### config.mk
export PLATFORM = sky130hd
export DESIGN_NAME = fitness_collector_flat
export DESIGN_NICKNAME = d
export VERILOG_FILES = /design/src/rtl/fitness_pkg.sv /design/src/rtl/fitness_collector_if.sv /design/src/rtl/fitness_best_tracker.sv /design/src/rtl/fitness_collector.sv /design/src/flat_wrapper.sv
export SDC_FILE = /design/constraint.sdc
export NUM_CORES = 1
export LEC_CHECK = 0
export CORE_MARGIN = 2
export CORE_UTILIZATION = 45
export DETAILED_ROUTE_END_ITERATION = 10
export PLACE_DENSITY = 0.8
export SYNTH_ARGS = -nofsm -noshare
export SYNTH_HDL_FRONTEND = slang
export SYNTH_HIERARCHICAL = 1
export SYNTH_SLANG_ARGS = --single-unit
export TNS_END_PERCENT = 50
### constraint.sdc
create_clock -name iClock -period 19 [get_ports iClock]
set_input_delay 3.8 -clock iClock [delete_from_list [all_inputs] [get_ports iClock]]
set_output_delay 3.8 -clock iClock [all_outputs]
set_load 0.01 [all_outputs]
### src/rtl/fitness_pkg.sv
`default_nettype none
// ============================================================================
// Module   : fitness_pkg
// Purpose  : Shared types and default sizing for the fitness collector.
//            Holds the collector state encoding, the default lane count,
//            sum width and index width, and the derived fitness width.
// Ports    : none (package)
// Revision : 1.0 - initial release
// ============================================================================
package fitness_pkg;

  localparam int DEF_NUM_OUTPUTS = 8;
  localparam int DEF_SUM_WIDTH   = 32;
  localparam int DEF_IDX_WIDTH   = 8;

  // Summing N lanes of W bits needs W + clog2(N) bits to never wrap.
  localparam int DEF_FIT_WIDTH   = DEF_SUM_WIDTH + $clog2(DEF_NUM_OUTPUTS);

  typedef enum logic [1:0] {
    IDLE     = 2'd0,
    ACCUM    = 2'd1,
    UPDATE   = 2'd2,
    WAIT_LOW = 2'd3
  } state_t;

endpackage : fitness_pkg
`default_nettype wire

### src/rtl/fitness_collector_if.sv
`default_nettype none
// ============================================================================
// Module   : fitness_collector_if
// Purpose  : Bundles the upstream handshake, error-sum bus and result outputs
//            of the fitness collector.
// Modports : master - the environment (drives i*, observes o*)
//            slave  - the collector (observes i*, drives o*)
// Options  : FITNESS_PERFECT_DETECT_EN adds oPerfectFound.
// Revision : 1.0 - initial release
// ============================================================================
interface fitness_collector_if #(
  parameter int NUM_OUTPUTS = fitness_pkg::DEF_NUM_OUTPUTS,
  parameter int SUM_WIDTH   = fitness_pkg::DEF_SUM_WIDTH,
  parameter int IDX_WIDTH   = fitness_pkg::DEF_IDX_WIDTH
);
  localparam int FIT_WIDTH = SUM_WIDTH + $clog2(NUM_OUTPUTS);

  // Lane i occupies bits [i*SUM_WIDTH +: SUM_WIDTH].
  logic [NUM_OUTPUTS*SUM_WIDTH-1:0] iErrorSums;
  logic                             iDoneProcessing;
  logic [NUM_OUTPUTS-1:0]           iOutputMask;
  logic [IDX_WIDTH-1:0]             iPopulationSize;

  logic                             oDoneProcessingFeedback;
  logic [FIT_WIDTH-1:0]             oFitness;
  logic                             oFitnessValid;
  logic [IDX_WIDTH-1:0]             oChromIndex;
  logic [IDX_WIDTH-1:0]             oBestIndex;
  logic [FIT_WIDTH-1:0]             oBestFitness;
  logic                             oGenerationDone;
  logic                             oBusy;
`ifdef FITNESS_PERFECT_DETECT_EN
  logic                             oPerfectFound;
`endif

  modport master (
`ifdef FITNESS_PERFECT_DETECT_EN
    input  oPerfectFound,
`endif
    output iErrorSums, iDoneProcessing, iOutputMask, iPopulationSize,
    input  oDoneProcessingFeedback, oFitness, oFitnessValid, oChromIndex,
           oBestIndex, oBestFitness, oGenerationDone, oBusy
  );

  modport slave (
`ifdef FITNESS_PERFECT_DETECT_EN
    output oPerfectFound,
`endif
    input  iErrorSums, iDoneProcessing, iOutputMask, iPopulationSize,
    output oDoneProcessingFeedback, oFitness, oFitnessValid, oChromIndex,
           oBestIndex, oBestFitness, oGenerationDone, oBusy
  );

endinterface : fitness_collector_if
`default_nettype wire

### src/rtl/fitness_best_tracker.sv
`default_nettype none
// ============================================================================
// Module   : fitness_best_tracker
// Purpose  : Tracks the chromosome index within a generation and the best
//            (lowest) fitness seen in the current generation.
// Ports    : clk, rst        - clock, async active-high reset
//            update_en       - one cycle per finished chromosome
//            fitness         - fitness of that chromosome
//            pop_size        - chromosomes per generation (0 acts as 1)
//            chrom_index     - index of the next chromosome to be scored
//            best_index      - index of the best chromosome
//            best_fitness    - best fitness (all-ones after reset)
//            gen_done        - pulse when the generation wraps
// Revision : 1.0 - initial release
// ============================================================================
module fitness_best_tracker #(
  parameter int FIT_WIDTH = fitness_pkg::DEF_FIT_WIDTH,
  parameter int IDX_WIDTH = fitness_pkg::DEF_IDX_WIDTH
) (
  input  logic                 clk,
  input  logic                 rst,
  input  logic                 update_en,
  input  logic [FIT_WIDTH-1:0] fitness,
  input  logic [IDX_WIDTH-1:0] pop_size,
  output logic [IDX_WIDTH-1:0] chrom_index,
  output logic [IDX_WIDTH-1:0] best_index,
  output logic [FIT_WIDTH-1:0] best_fitness,
  output logic                 gen_done
);

  logic [IDX_WIDTH-1:0] last_index;
  logic                 first_of_gen;

  always_comb begin
    last_index   = (pop_size == '0) ? '0 : pop_size - IDX_WIDTH'(1);
    first_of_gen = (chrom_index == '0);
  end

  always_ff @(posedge clk or posedge rst) begin
    if (rst) begin
      chrom_index  <= '0;
      best_index   <= '0;
      best_fitness <= '1;
      gen_done     <= 1'b0;
    end else begin
      gen_done <= 1'b0;
      if (update_en) begin
        // Strict less-than: ties keep the older entry. The first chromosome
        // always overwrites so a stale best never leaks across generations.
        if (first_of_gen || (fitness < best_fitness)) begin
          best_fitness <= fitness;
          best_index   <= chrom_index;
        end
        // >= also recovers cleanly if the population shrinks mid-generation.
        if (chrom_index >= last_index) begin
          chrom_index <= '0;
          gen_done    <= 1'b1;
        end else begin
          chrom_index <= chrom_index + IDX_WIDTH'(1);
        end
      end
    end
  end

endmodule : fitness_best_tracker
`default_nettype wire

### src/rtl/fitness_collector.sv
`default_nettype none
// ============================================================================
// Module   : fitness_collector
// Purpose  : Captures per-lane error sums, adds the unmasked lanes one per
//            cycle into a non-wrapping fitness value and tracks the best
//            chromosome of each generation.
// Ports    : iClock - clock (rising edge)
//            iReset - asynchronous active-high reset
//            bus    - fitness_collector_if.slave (sums, mask, handshake,
//                     fitness/best/index results, busy)
// Options  : FITNESS_PERFECT_DETECT_EN - adds sticky oPerfectFound, set on a
//            zero fitness; once set, no further captures are accepted.
// Revision : 1.0 - initial release
// ============================================================================
module fitness_collector
  import fitness_pkg::*;
#(
  parameter int NUM_OUTPUTS = DEF_NUM_OUTPUTS,
  parameter int SUM_WIDTH   = DEF_SUM_WIDTH,
  parameter int IDX_WIDTH   = DEF_IDX_WIDTH
) (
  input  logic                iClock,
  input  logic                iReset,
  fitness_collector_if.slave  bus
);

  localparam int FIT_WIDTH  = SUM_WIDTH + $clog2(NUM_OUTPUTS);
  localparam int LANE_WIDTH = (NUM_OUTPUTS > 1) ? $clog2(NUM_OUTPUTS) : 1;
  localparam logic [LANE_WIDTH-1:0] LAST_LANE = LANE_WIDTH'(NUM_OUTPUTS - 1);

  state_t                  state;
  logic [SUM_WIDTH-1:0]    lane_in   [NUM_OUTPUTS];
  logic [SUM_WIDTH-1:0]    sums_q    [NUM_OUTPUTS];
  logic [NUM_OUTPUTS-1:0]  mask_q;
  logic [LANE_WIDTH-1:0]   lane;
  logic [FIT_WIDTH-1:0]    acc;
  logic [SUM_WIDTH-1:0]    lane_term;
  logic                    capture;
  logic                    feedback;
  logic [FIT_WIDTH-1:0]    fitness;
  logic                    fitness_valid;
  logic                    busy;

  for (genvar i = 0; i < NUM_OUTPUTS; i++) begin : g_unpack
    assign lane_in[i] = bus.iErrorSums[i*SUM_WIDTH +: SUM_WIDTH];
  end

`ifdef FITNESS_PERFECT_DETECT_EN
  logic perfect;
  assign capture           = bus.iDoneProcessing & ~perfect;
  assign bus.oPerfectFound = perfect;
`else
  assign capture = bus.iDoneProcessing;
`endif

  // Works from the captured copy only, so upstream may change after capture.
  always_comb begin
    lane_term = mask_q[lane] ? sums_q[lane] : '0;
  end

  always_ff @(posedge iClock or posedge iReset) begin
    if (iReset) begin
      state         <= IDLE;
      for (int i = 0; i < NUM_OUTPUTS; i++) sums_q[i] <= '0;
      mask_q        <= '0;
      lane          <= '0;
      acc           <= '0;
      feedback      <= 1'b0;
      fitness       <= '0;
      fitness_valid <= 1'b0;
      busy          <= 1'b0;
`ifdef FITNESS_PERFECT_DETECT_EN
      perfect       <= 1'b0;
`endif
    end else begin
      feedback      <= 1'b0;
      fitness_valid <= 1'b0;
      case (state)
        IDLE: begin
          if (capture) begin
            for (int i = 0; i < NUM_OUTPUTS; i++) sums_q[i] <= lane_in[i];
            mask_q   <= bus.iOutputMask;
            lane     <= '0;
            acc      <= '0;
            feedback <= 1'b1;
            busy     <= 1'b1;
            state    <= ACCUM;
          end
        end
        ACCUM: begin
          acc <= acc + FIT_WIDTH'(lane_term);
          if (lane == LAST_LANE) begin
            lane  <= '0;
            state <= UPDATE;
          end else begin
            lane <= lane + LANE_WIDTH'(1);
          end
        end
        UPDATE: begin
          fitness       <= acc;
          fitness_valid <= 1'b1;
`ifdef FITNESS_PERFECT_DETECT_EN
          if (acc == '0) perfect <= 1'b1;
`endif
          // A still-high done level belongs to the sums just consumed; wait
          // for it to drop before re-arming.
          if (bus.iDoneProcessing) begin
            state <= WAIT_LOW;
          end else begin
            busy  <= 1'b0;
            state <= IDLE;
          end
        end
        WAIT_LOW: begin
          if (!bus.iDoneProcessing) begin
            busy  <= 1'b0;
            state <= IDLE;
          end
        end
        default: begin
          busy  <= 1'b0;
          state <= IDLE;
        end
      endcase
    end
  end

  fitness_best_tracker #(
    .FIT_WIDTH (FIT_WIDTH),
    .IDX_WIDTH (IDX_WIDTH)
  ) u_best_tracker (
    .clk          (iClock),
    .rst          (iReset),
    .update_en    (state == UPDATE),
    .fitness      (acc),
    .pop_size     (bus.iPopulationSize),
    .chrom_index  (bus.oChromIndex),
    .best_index   (bus.oBestIndex),
    .best_fitness (bus.oBestFitness),
    .gen_done     (bus.oGenerationDone)
  );

  assign bus.oDoneProcessingFeedback = feedback;
  assign bus.oFitness                = fitness;
  assign bus.oFitnessValid           = fitness_valid;
  assign bus.oBusy                   = busy;

endmodule : fitness_collector
`default_nettype wire

### src/flat_wrapper.sv
// flat-port wrapper written by rule: the top's interface ports become plain ports
module fitness_collector_flat import fitness_pkg::*;
#(
  parameter int NUM_OUTPUTS = DEF_NUM_OUTPUTS,
  parameter int SUM_WIDTH   = DEF_SUM_WIDTH,
  parameter int IDX_WIDTH   = DEF_IDX_WIDTH
)
  (iClock, iReset, bus_iErrorSums, bus_iDoneProcessing, bus_iOutputMask, bus_iPopulationSize, bus_oDoneProcessingFeedback, bus_oFitness, bus_oFitnessValid, bus_oChromIndex, bus_oBestIndex, bus_oBestFitness, bus_oGenerationDone, bus_oBusy);
  fitness_collector_if #(.NUM_OUTPUTS(NUM_OUTPUTS), .SUM_WIDTH(SUM_WIDTH), .IDX_WIDTH(IDX_WIDTH)) bus_i ();
  input  logic iClock;
  input  logic iReset;
  input wire logic [$bits(bus_i.iErrorSums)-1:0] bus_iErrorSums;
  input wire logic [$bits(bus_i.iDoneProcessing)-1:0] bus_iDoneProcessing;
  input wire logic [$bits(bus_i.iOutputMask)-1:0] bus_iOutputMask;
  input wire logic [$bits(bus_i.iPopulationSize)-1:0] bus_iPopulationSize;
  output wire logic [$bits(bus_i.oDoneProcessingFeedback)-1:0] bus_oDoneProcessingFeedback;
  output wire logic [$bits(bus_i.oFitness)-1:0] bus_oFitness;
  output wire logic [$bits(bus_i.oFitnessValid)-1:0] bus_oFitnessValid;
  output wire logic [$bits(bus_i.oChromIndex)-1:0] bus_oChromIndex;
  output wire logic [$bits(bus_i.oBestIndex)-1:0] bus_oBestIndex;
  output wire logic [$bits(bus_i.oBestFitness)-1:0] bus_oBestFitness;
  output wire logic [$bits(bus_i.oGenerationDone)-1:0] bus_oGenerationDone;
  output wire logic [$bits(bus_i.oBusy)-1:0] bus_oBusy;
  assign bus_i.iErrorSums = bus_iErrorSums;
  assign bus_i.iDoneProcessing = bus_iDoneProcessing;
  assign bus_i.iOutputMask = bus_iOutputMask;
  assign bus_i.iPopulationSize = bus_iPopulationSize;
  assign bus_oDoneProcessingFeedback = bus_i.oDoneProcessingFeedback;
  assign bus_oFitness = bus_i.oFitness;
  assign bus_oFitnessValid = bus_i.oFitnessValid;
  assign bus_oChromIndex = bus_i.oChromIndex;
  assign bus_oBestIndex = bus_i.oBestIndex;
  assign bus_oBestFitness = bus_i.oBestFitness;
  assign bus_oGenerationDone = bus_i.oGenerationDone;
  assign bus_oBusy = bus_i.oBusy;
  fitness_collector #(.NUM_OUTPUTS(NUM_OUTPUTS), .SUM_WIDTH(SUM_WIDTH), .IDX_WIDTH(IDX_WIDTH)) u_core (.iClock(iClock), .iReset(iReset), .bus(bus_i));
endmodule
==> results by group, run 1 <==
CTS
  – Postcts setup bufs: 0
  – Hold-fix buffers at CTS: 0
  – CTS tree: yes
  – Clock tree root buffer cell: clkbuf_16
  – Clock tree sinks: slightly below 400
  – CTS H-tree lvls: 2
  – Clk_lat worst skew: 0.57 ns
  – Clk slew on worst S/H paths: 0.06 ns
  – Clock Path Buffers: 3
  – Total CTS buffers: 42
  – Cts repair resizes: 0

Layout
  – Multi-input combinational cell area: 9460 um2
  – Fillers: 3,671
  – Commonest non-fill, non-tap cell in the layout: nand2_1
  – Nets: 2,725
  – Commonest cells after routing, fill and taps aside: nand2_1 (852), clkdlybuf4s50_1 (364), dfrtp_1 (356)
  – Final cell count without fillers: approximately 3k
  – Area occupied by registers: 9912 um2
  – Share of cells above drive strength 1: ~12%
  – Area delta synth->final: 27.42%
  – Final non-filler cell area: 25,540 um2

Die
  – # rows: 77
  – Die H: about 220 um
  – Initial core utilization: a little under half
  – IO Pins: 365
  – Die area: 46,250 um2
  – Die Width: 215.1 um
  – Core Box Area: between 40,000 and 50,000 um2

Worst setup path
  – Data arrival time of the critical path: 6.95 ns
  – Req. time, crit path: a little under 20 ns
  – CP Class: in -> reg
  – CP startpoint kind: input pin
  – Critical path peak fanout: 7
  – CP Capture Type: flip-flop

Logic synthesis
  – Register area share after synthesis: 49.40%
  – Yosys warning total: 6
  – Mapped cell area: 20,050 um2
  – Synth unique cells: 74
  – Synth area leader: dfrtp_1
  – Most used DFF post-synth: dfrtp_1
  – Ys async rst share: 100.0%
  – Register bit count reported by yosys: 394
  – Syn_nets: ~2.4k
  – Mean post-synth cell area: 9.721 um2
  – Main area contributors after synthesis: dfrtp_1 (45%), nand2_1 (16%), mux4_2 (7.4%), ha_1 (4.9%), dfstp_2 (4.6%)
  – Synthesized instance count: 2,062
  – Post-synth EDFFs: 0
  – Post-synth top area share: 44.82%

Timing
  – RSZ-0062 raised after global routing: no
  – Slew Limit Headroom: 0.001288%
  – Tmin final: 6.501 ns
  – Hold Vio Cnt, Final: 0
  – Clk_skew: approximately 0.019 ns
  – Period utilization: 34.22%
  – Pins Over Slew Limit: 0
  – Worst slew pin tran: 1.500 ns
  – Fmax: 153.8 MHz
  – Setup violators final: 0
  – Setup TNS: 0 ns
  – Worst setup margin: 12.50 ns

Global routing
  – Vias in the first global route: 16.59k
  – Antenna violations before repair: 7
  – Remaining Overflow, GRT: 0
  – First-pass GRT wire length: approximately 90 mm
  – All-Layer GR Usage: 24.27%
  – Largest net degree at the start of global routing: 278

Pwr
  – Tot Pwr: 4.455 mW
  – Pwr per Cell Area: 174.4 nW/um2
  – Peak VDD IR: 112.4 uV
  – Leakage: 12.01 nW

Route
  – Number of DRC markers in iteration 0: approximately 1.7k
  – DRC: 0
  – Wirelength, routed: roughly 56 mm
  – Post-route ant nets: 0
  – WL per Instance: 18.75 um
  – DR vias/cell: between 5 and 6
  – DRT Pass-1 Iters: 5
  – Via Count: 16.18k

Run status
  – Outcome: finished clean

Worst hold path
  – HP Class: reg -> reg

Place
  – Dpl cells: 2,918
  – DP Area: approximately 24,000 um2
  – Dpl ws: about 12 ns
  – Placed wire-length estimate: approximately 40 mm
  – PortBufs: 364
  – RePlAce Congestion: 0.9368

Run
  – Max_cap viols: 0
[metrics by stage]
stage	hold WS (ns)	util [%]
3_3_place_gp	0.4524	54.62
5_1_grt	0.4876	57.88
3_5_place_dp	0.4584	54.62
6_report	0.4711	57.89
2_1_floorplan	0.4403	-
4_1_cts	0.4733	57.88
[worst max-delay path, cell delays in order]
cell,delay (ns)
clkdlybuf4s50_1,0.42
inv_1,0.08
ha_1,0.16
nor2b_1,0.29
nand3b_1,0.18
or3_1,0.44
and2_1,0.21
ha_1,0.26
nand2b_1,0.14
a21o_1,0.17
a21o_1,0.17
a21oi_1,0.19
o21ai_1,0.23
and2_1,0.21
[power by group]
part	leakage, nW	switching, mW	internal, mW
clock	0.703	0.340	0.510
sequential	4.82	0.303	1.25
combinational	6.49	1.10	0.953
total	12.0	1.74	2.72
[flip-flops by register name (all words and copies together) (netlist names)]
name                                count
u_core/u_best_tracker/gen_done          1
u_core/acc                             35
u_core/u_best_tracker/best_fitness     35
u_core/bus.oFitness                    35
u_core/mask_q                           8
u_core/bus.oDoneProcessingFeedback      1
u_core/u_best_tracker/chrom_index       8
u_core/lane                             3
u_core/state                            2
u_core/bus.oBusy                        1
u_core/sums_q                         256
u_core/bus.oFitnessValid                1
u_core/u_best_tracker/best_index        8
[logic make-up (layout without fill, tap and decap cells)]
logic type      count (synthesis)  in the layout  synth area share [%]
other cells                     0              1                     0
buf+inv                       171            510                 3.577
compound gates                188            188                 6.167
flops                         394            394                 49.40
mux                           180            180                 14.12
xor+xnor                       36             36                 1.573
simple gates                 1013           1013                 20.13
fa+ha+maj                      80             80                 5.031
[layout make-up]
class,instances,share of cell area (%)
Clock inverter,13,0.7544
Timing Repair Buffer,377,14.70
Tap cell,592,2.900
Clock buffer,62,4.884
Sequential cell,394,38.81
Inverter,58,0.9111
Multi-Input combinational cell,1497,37.04
Antenna cell,1,0.009797
[layer usage]
metal,part of all wire (%),wire length [um],track usage [%],vias to the layer above
met1,43,24060,32.93,7957
met3,7.1,4013,4.883,93
li1,-,-,-,7494
met4,2.3,1272,7.632,10
met5,0.12,68,0,-
met2,48,26720,39.44,623
[cells in the mapped netlist (5+ instances only)]
cell type	n
nor2_1	52
buf_1	12
mux4_2	66
nand2_1	853
a21oi_1	54
nor3_1	6
buf_2	6
xnor2_1	24
dfstp_2	35
nor2b_1	6
o21ai_0	50
nand4_1	23
ha_1	79
o21a_1	6
clkbuf_1	85
xor2_1	12
a21o_1	18
dfrtp_1	359
o21bai_1	8
nand3_1	47
buf_4	5
and3_1	6
a31oi_1	5
mux2_4	30
mux2_2	42
mux2i_1	42
inv_1	56
[path summary, 6_finish.rpt]
| kind | start | slack [ns] | to | cells after the start |
|---|---|---|---|---|
| hold reg to reg | u_core/sums_q[84]$_DFFE_PP0P_ | 0.47 | u_core/sums_q[84]$_DFFE_PP0P_ | 2 |
| setup / recovery | bus_iPopulationSize[0] | 12.50 | u_core/u_best_tracker/gen_done$_DFF_PP0_ | 14 |
| hold / removal | u_core/sums_q[84]$_DFFE_PP0P_ | 0.47 | u_core/sums_q[84]$_DFFE_PP0P_ | 2 |
| setup reg to reg | u_core/lane[0]$_DFFE_PP0P_ | 13.31 | u_core/acc[34]$_DFFE_PP0P_ | 14 |
| max in group asynchronous | iReset | 12.67 | u_core/sums_q[85]$_DFFE_PP0P_ | 4 |
| min in group asynchronous | iReset | 3.78 | u_core/bus.oFitness[7]$_DFFE_PP0P_ | 2 |
Power figures use the tool's default switching activity.
==> inputs of run 2 (changes only) <==
==> constraint.sdc (replaced) <==
create_clock -name iClock -period 6.37 [get_ports iClock]
set_input_delay 1.274 -clock iClock [delete_from_list [all_inputs] [get_ports iClock]]
set_output_delay 1.274 -clock iClock [all_outputs]
set_load 0.01 [all_outputs]
==> results by group, run 2 (synthesis gave the netlist of run 1 again) <==
Run status
  – Outcome: finished clean

Pwr
  – Clock power frac: roughly a fifth
  – Psw: 5.221 mW
  – Peak VDD IR: approximately 240 uV
  – Pwr per Cell Area: roughly 520 nW/um2
  – Internal Power: 8.148 mW
  – Switching part of the total: 39.05%
  – Logic pwr share: 45.4%
  – Leakage: roughly 12 nW
  – Part of the power in registers: about a third
  – Tot Pwr: 13.37 mW

Worst setup path
  – Req. time, crit path: 6.83 ns
  – CP Class: reg -> reg
  – Critical path peak fanout: 29
  – Data arrival time of the critical path: 5.12 ns
  – R2r worst-path depth: 13
  – CP Capture Type: flip-flop
  – Reg2reg start: u_core/lane[0]$_DFFE_PP0P_
  – R2R setup slack: 1.71 ns
  – CP startpoint: u_core/lane[0]$_DFFE_PP0P_
  – CP startpoint kind: flip-flop
  – R2r endpoint: u_core/acc[34]$_DFFE_PP0P_

Global routing
  – Antenna violations before repair: 1
  – Largest net degree at the start of global routing: 181
  – All-Layer GR Usage: 24.69%
  – First-pass GRT wire length: 90.43 mm
  – Vias in the first global route: 16.65k
  – Remaining Overflow, GRT: 0

Place
  – PortBufs: 364
  – Placed wire-length estimate: 41.78 mm
  – RePlAce Congestion: 0.8977
  – Dpl cells: between 2k and 3k
  – Dpl ws: 1.738 ns
  – DP Area: 24,140 um2

Layout
  – Largest Register: u_core/sums_q
  – # diodes: 0
  – Commonest non-fill, non-tap cell in the layout: nand2_1
  – Max FFs per register: 256
  – Share of cells above drive strength 1: between 10% and 20%
  – Nets: 2,730
  – Area delta synth->final: 27.95%
  – Final Util: 58.13%
  – Commonest cells after routing, fill and taps aside: nand2_1 (852), clkdlybuf4s50_1 (364), dfrtp_1 (356)
  – Final cell count without fillers: 3,000
  – Final non-filler cell area: 25,650 um2

Timing
  – Slew Limit Headroom: 27.41%
  – Worst slew pin tran: 1.085 ns
  – Worst setup margin: 1.712 ns
  – Period utilization: between 70 and 80%
  – Clk_skew: 0.02472 ns
  – RSZ-0062 raised after global routing: no
  – WHS: 0.4699 ns
  – Setup TNS: 0 ns
  – Setup violators final: 0
  – Fmax: 214.7 MHz
  – Hold Vio Cnt, Final: 0
  – Pins Over Slew Limit: 0
  – Tmin final: 4.658 ns

Route
  – DRT Pass-1 Iters: 6
  – WL per Instance: about 19 um
  – DRC: 0
  – DR vias/cell: 5.414
  – Post-route ant nets: 0
  – Wirelength, routed: 57.59 mm
  – Number of DRC markers in iteration 0: roughly 1.4k
  – Via Count: ~16k

CTS
  – CTS H-tree lvls: 2
  – Postcts setup bufs: 0
  – Clk_lat worst skew: 0.58 ns
  – Hold-fix buffers at CTS: 0
  – Clk slew on worst S/H paths: 0.06 ns
  – Clock tree sinks: slightly below 400
  – Cts repair resizes: 0
  – CTS tree: yes
  – Clock Path Buffers: 3
  – Clock tree root buffer cell: clkbuf_16
  – Total CTS buffers: 43

Die
  – Core Box Area: 44,120 um2
  – Die area: around 46,000 um2
  – Die H: 215.1 um
  – # rows: 77
  – Die Width: ~220 um
  – IO Pins: 365
  – Initial core utilization: 45.43%

Worst hold path
  – Hold depth: 2
  – Hold Path Sink: u_core/sums_q[157]$_DFFE_PP0P_
  – Min-delay src: u_core/sums_q[157]$_DFFE_PP0P_
  – HP Class: reg -> reg

Run
  – Max_cap viols: 0
[run 2: cell type report]
class                      instances  area [um2]
clock inverter                    19       272.8
clock buffer                      59        1237
multi-input combinational       1497        9460
tap                              592       740.7
fill                            3682       18480
timing repair buffer             381        3796
sequential                       394        9912
inverter                          58       229.0
[run 2: power by group through the flow]
stage | Combinational (mW) | Clock [mW] | Sequential [mW]
finish | 6.07 | 2.64 | 4.66
global placement | 5.85 | 0 | 4.60
detailed placement | 6.02 | 0 | 4.67
CTS | 6.07 | 2.69 | 4.65
floorplan | 4.28 | 0 | 4.40
global route | 6.69 | 2.79 | 4.79
[run 2: worst max-delay path by stage]
stage / to
after global routing: u_core/acc[34]$_DFFE_PP0P_
final: u_core/acc[34]$_DFFE_PP0P_
after global placement: u_core/acc[34]$_DFFE_PP0P_
after CTS: u_core/acc[34]$_DFFE_PP0P_
after detailed placement: u_core/acc[34]$_DFFE_PP0P_
after floorplan: u_core/acc[0]$_DFFE_PP0P_
[run 2: per-layer routing]
metal / vias up / track usage, % / part of all wire [%]
li1: 7500 / - / -
met1: 7934 / 33.36 / 43
met2: 692 / 39.68 / 47
met3: 114 / 4.798 / 7.4
met4: 2 / 9.310 / 3.3
met5: - / 0 / 0.028
[run 2: critical path, cell delays in order (launching register included)]
cell and delay [ns]:
dfrtp_4 0.58, buf_4 0.55, mux4_2 0.57, mux2i_1 0.15, nor2_1 0.06, ha_1 0.21
fa_1 0.42, a21o_2 0.25, a221oi_2 0.44, o221ai_2 0.26, a2111oi_4 0.44, o21ai_1 0.14
or3_1 0.37, o311ai_1 0.09
==> inputs of run 3 (changes only) <==
==> constraint.sdc (replaced) <==
create_clock -name iClock -period 4.8 [get_ports iClock]
set_input_delay 0.96 -clock iClock [delete_from_list [all_inputs] [get_ports iClock]]
set_output_delay 0.96 -clock iClock [all_outputs]
set_load 0.01 [all_outputs]
==> results by group, run 3 (synthesis gave the netlist of run 1 again) <==
Run
  – Max_cap viols: 0

Die
  – IO Pins: ~370
  – Die area: 46,250 um2
  – Die Width: approximately 220 um
  – Core Box Area: 44,120 um2
  – Initial core utilization: 45.43%
  – Die H: 215.1 um
  – # rows: 77

Pwr
  – Leakage: around 12 nW
  – Tot Pwr: ~18 mW
  – Pwr per Cell Area: 686.4 nW/um2
  – Peak VDD IR: about 350 uV

Route
  – WL per Instance: 19.12 um
  – Wirelength, routed: 57.56 mm
  – Post-route ant nets: 0
  – DRC: 0
  – DRT Pass-1 Iters: 5
  – DR vias/cell: 5.393
  – Via Count: 16.23k
  – Number of DRC markers in iteration 0: 1,387

Timing
  – Period utilization: between 80 and 90%
  – Worst setup margin: 0.4869 ns
  – Pins Over Slew Limit: 0
  – Clk_skew: 0.03277 ns
  – RSZ-0062 raised after global routing: no
  – Worst slew pin tran: 1.196 ns
  – Slew Limit Headroom: 20.26%
  – Setup violators final: 0
  – Tmin final: 4.313 ns
  – Hold Vio Cnt, Final: 0
  – Fmax: 231.9 MHz

Worst setup path
  – CP Capture Type: flip-flop
  – Critical path peak fanout: 21
  – Reg2reg start: u_core/lane[0]$_DFFE_PP0P_
  – Data arrival time of the critical path: 4.77 ns
  – Critical-path top delay cell: dfrtp_4
  – Crit-path max cell delay: 0.69 ns
  – R2r worst-path depth: 12
  – CP startpoint kind: flip-flop
  – Buf/Inv on CP: 1
  – Req. time, crit path: approximately 5.3 ns
  – R2R setup slack: 0.49 ns
  – CP top delay family: compound AO/OA/AOI/OAI gates
  – R2r endpoint: u_core/acc[34]$_DFFE_PP0P_
  – CP cell instances: mux4_2, mux2i_4, buf_4, nor2_1, fa_1, a21o_2, a221oi_2, o221ai_2, a2111oi_4, o21ai_1, or3_1, o311ai_1
  – CP Class: reg -> reg

Layout
  – Largest Register: u_core/sums_q
  – Commonest cells after routing, fill and taps aside: nand2_1 (852), clkdlybuf4s50_1 (364), dfrtp_1 (356)
  – Share of cells above drive strength 1: 11.85%
  – Nets: 2,735
  – Commonest non-fill, non-tap cell in the layout: nand2_1
  – Area delta synth->final: 27.98%
  – Max FFs per register: 256
  – Fillers: 3,696

Worst hold path
  – HP Class: reg -> reg
  – Hold depth: 2
  – Hold Path Sink: u_core/sums_q[189]$_DFFE_PP0P_
  – Min-delay src: u_core/sums_q[189]$_DFFE_PP0P_

CTS
  – Hold-fix buffers at CTS: 0
  – CTS tree: yes
  – Clock Path Buffers: 3
  – Clk_lat worst skew: between 0.5 and 0.6 ns
  – Clock tree root buffer cell: clkbuf_16
  – Total CTS buffers: 43
  – Clk slew on worst S/H paths: 0.06 ns
  – CTS H-tree lvls: 2
  – Clock tree sinks: 394
  – Cts repair resizes: 0
  – Postcts setup bufs: 0

Run status
  – Outcome: finished clean

Global routing
  – Antenna violations before repair: 5
  – Remaining Overflow, GRT: 0
  – All-Layer GR Usage: between 20% and 30%
  – Largest net degree at the start of global routing: 259
  – First-pass GRT wire length: 91.75 mm
  – Vias in the first global route: about 17k

Place
  – Placed wire-length estimate: ~43 mm
  – RePlAce Congestion: 0.9168
  – Dpl ws: 0.5127 ns
  – PortBufs: approximately 360
[run 3: cell count changes in the layout (fill, tap and decap cells not counted), sizes merged]
cell / previous run / this run
clkbuf: 59 / 66
clkinv: 11 / 9
diode: 0 / 4
bufinv: 5 / 2
buf: 17 / 22
clkinvlp: 3 / 2
[run 3: routing by layer]
| layer | wire [um] | track usage [%] | vias to the layer above |
|---|---|---|---|
| met5 | 27 | 0 | - |
| met4 | 1729 | 8.529 | 4 |
| met3 | 3939 | 4.218 | 101 |
| met2 | 27120 | 40.56 | 664 |
| met1 | 24740 | 34.40 | 7945 |
| li1 | - | - | 7520 |
[run 3: worst reg2reg max path, cell delays in order, from the launching register on]
cell and delay (ns):
dfrtp_4 0.69, mux4_2 0.61, mux2i_4 0.18, buf_4 0.23, nor2_1 0.10, fa_1 0.44, a21o_2 0.25, a221oi_2 0.42
o221ai_2 0.24, a2111oi_4 0.45, o21ai_1 0.15, or3_1 0.35, o311ai_1 0.09
[run 3: how the worst max path moves through the flow]
| stage | startpoint | end | slack (ns) | cells after the start |
|---|---|---|---|---|
| after CTS | u_core/lane[0]$_DFFE_PP0P_ | u_core/acc[34]$_DFFE_PP0P_ | 0.47 | 12 |
| final | u_core/lane[0]$_DFFE_PP0P_ | u_core/acc[34]$_DFFE_PP0P_ | 0.49 | 12 |
| after global placement | u_core/lane[0]$_DFFE_PP0P_ | u_core/acc[34]$_DFFE_PP0P_ | 0.53 | 12 |
| after detailed placement | u_core/lane[0]$_DFFE_PP0P_ | u_core/acc[34]$_DFFE_PP0P_ | 0.51 | 12 |
| after floorplan | iReset | u_core/acc[0]$_DFFE_PP0P_ | -0.73 | 1 |
| after global routing | u_core/lane[0]$_DFFE_PP0P_ | u_core/acc[34]$_DFFE_PP0P_ | 0.22 | 12 |
[run 3: cell type report]
cell class	instances	area, um2	share of cell area (%)
Antenna cell	4	10.01	0.03902
Inverter	58	229.0	0.8925
Timing Repair Buffer	386	3871	15.09
Multi-Input combinational cell	1497	9460	36.88
Tap cell	592	740.7	2.887
Clock inverter	13	157.7	0.6145
Sequential cell	394	9912	38.64
Clock buffer	66	1274	4.965
[run 3: where the power goes]
part,total [mW],internal [mW],switching [mW],leakage [nW]
clock network,3.32,1.95,1.37,0.703
registers,6.25,4.96,1.28,4.82
logic,8.04,3.80,4.24,6.54
total,17.6,10.7,6.90,12.1
[run 3: stage by stage]
step	instance area [um2]	hold WS (ns)	setup TNS, ns	instances	utilization, %
final	25650	0.4720	0	3010	58.14
after detailed placement	24210	0.4584	0	2927	54.87
after global placement	24210	0.4523	0	2927	54.87
after global routing	25650	0.4967	0	3009	58.14
after CTS	25640	0.4727	0	3006	58.12
after floorplan	20050	0.4403	-251.20	2062	-
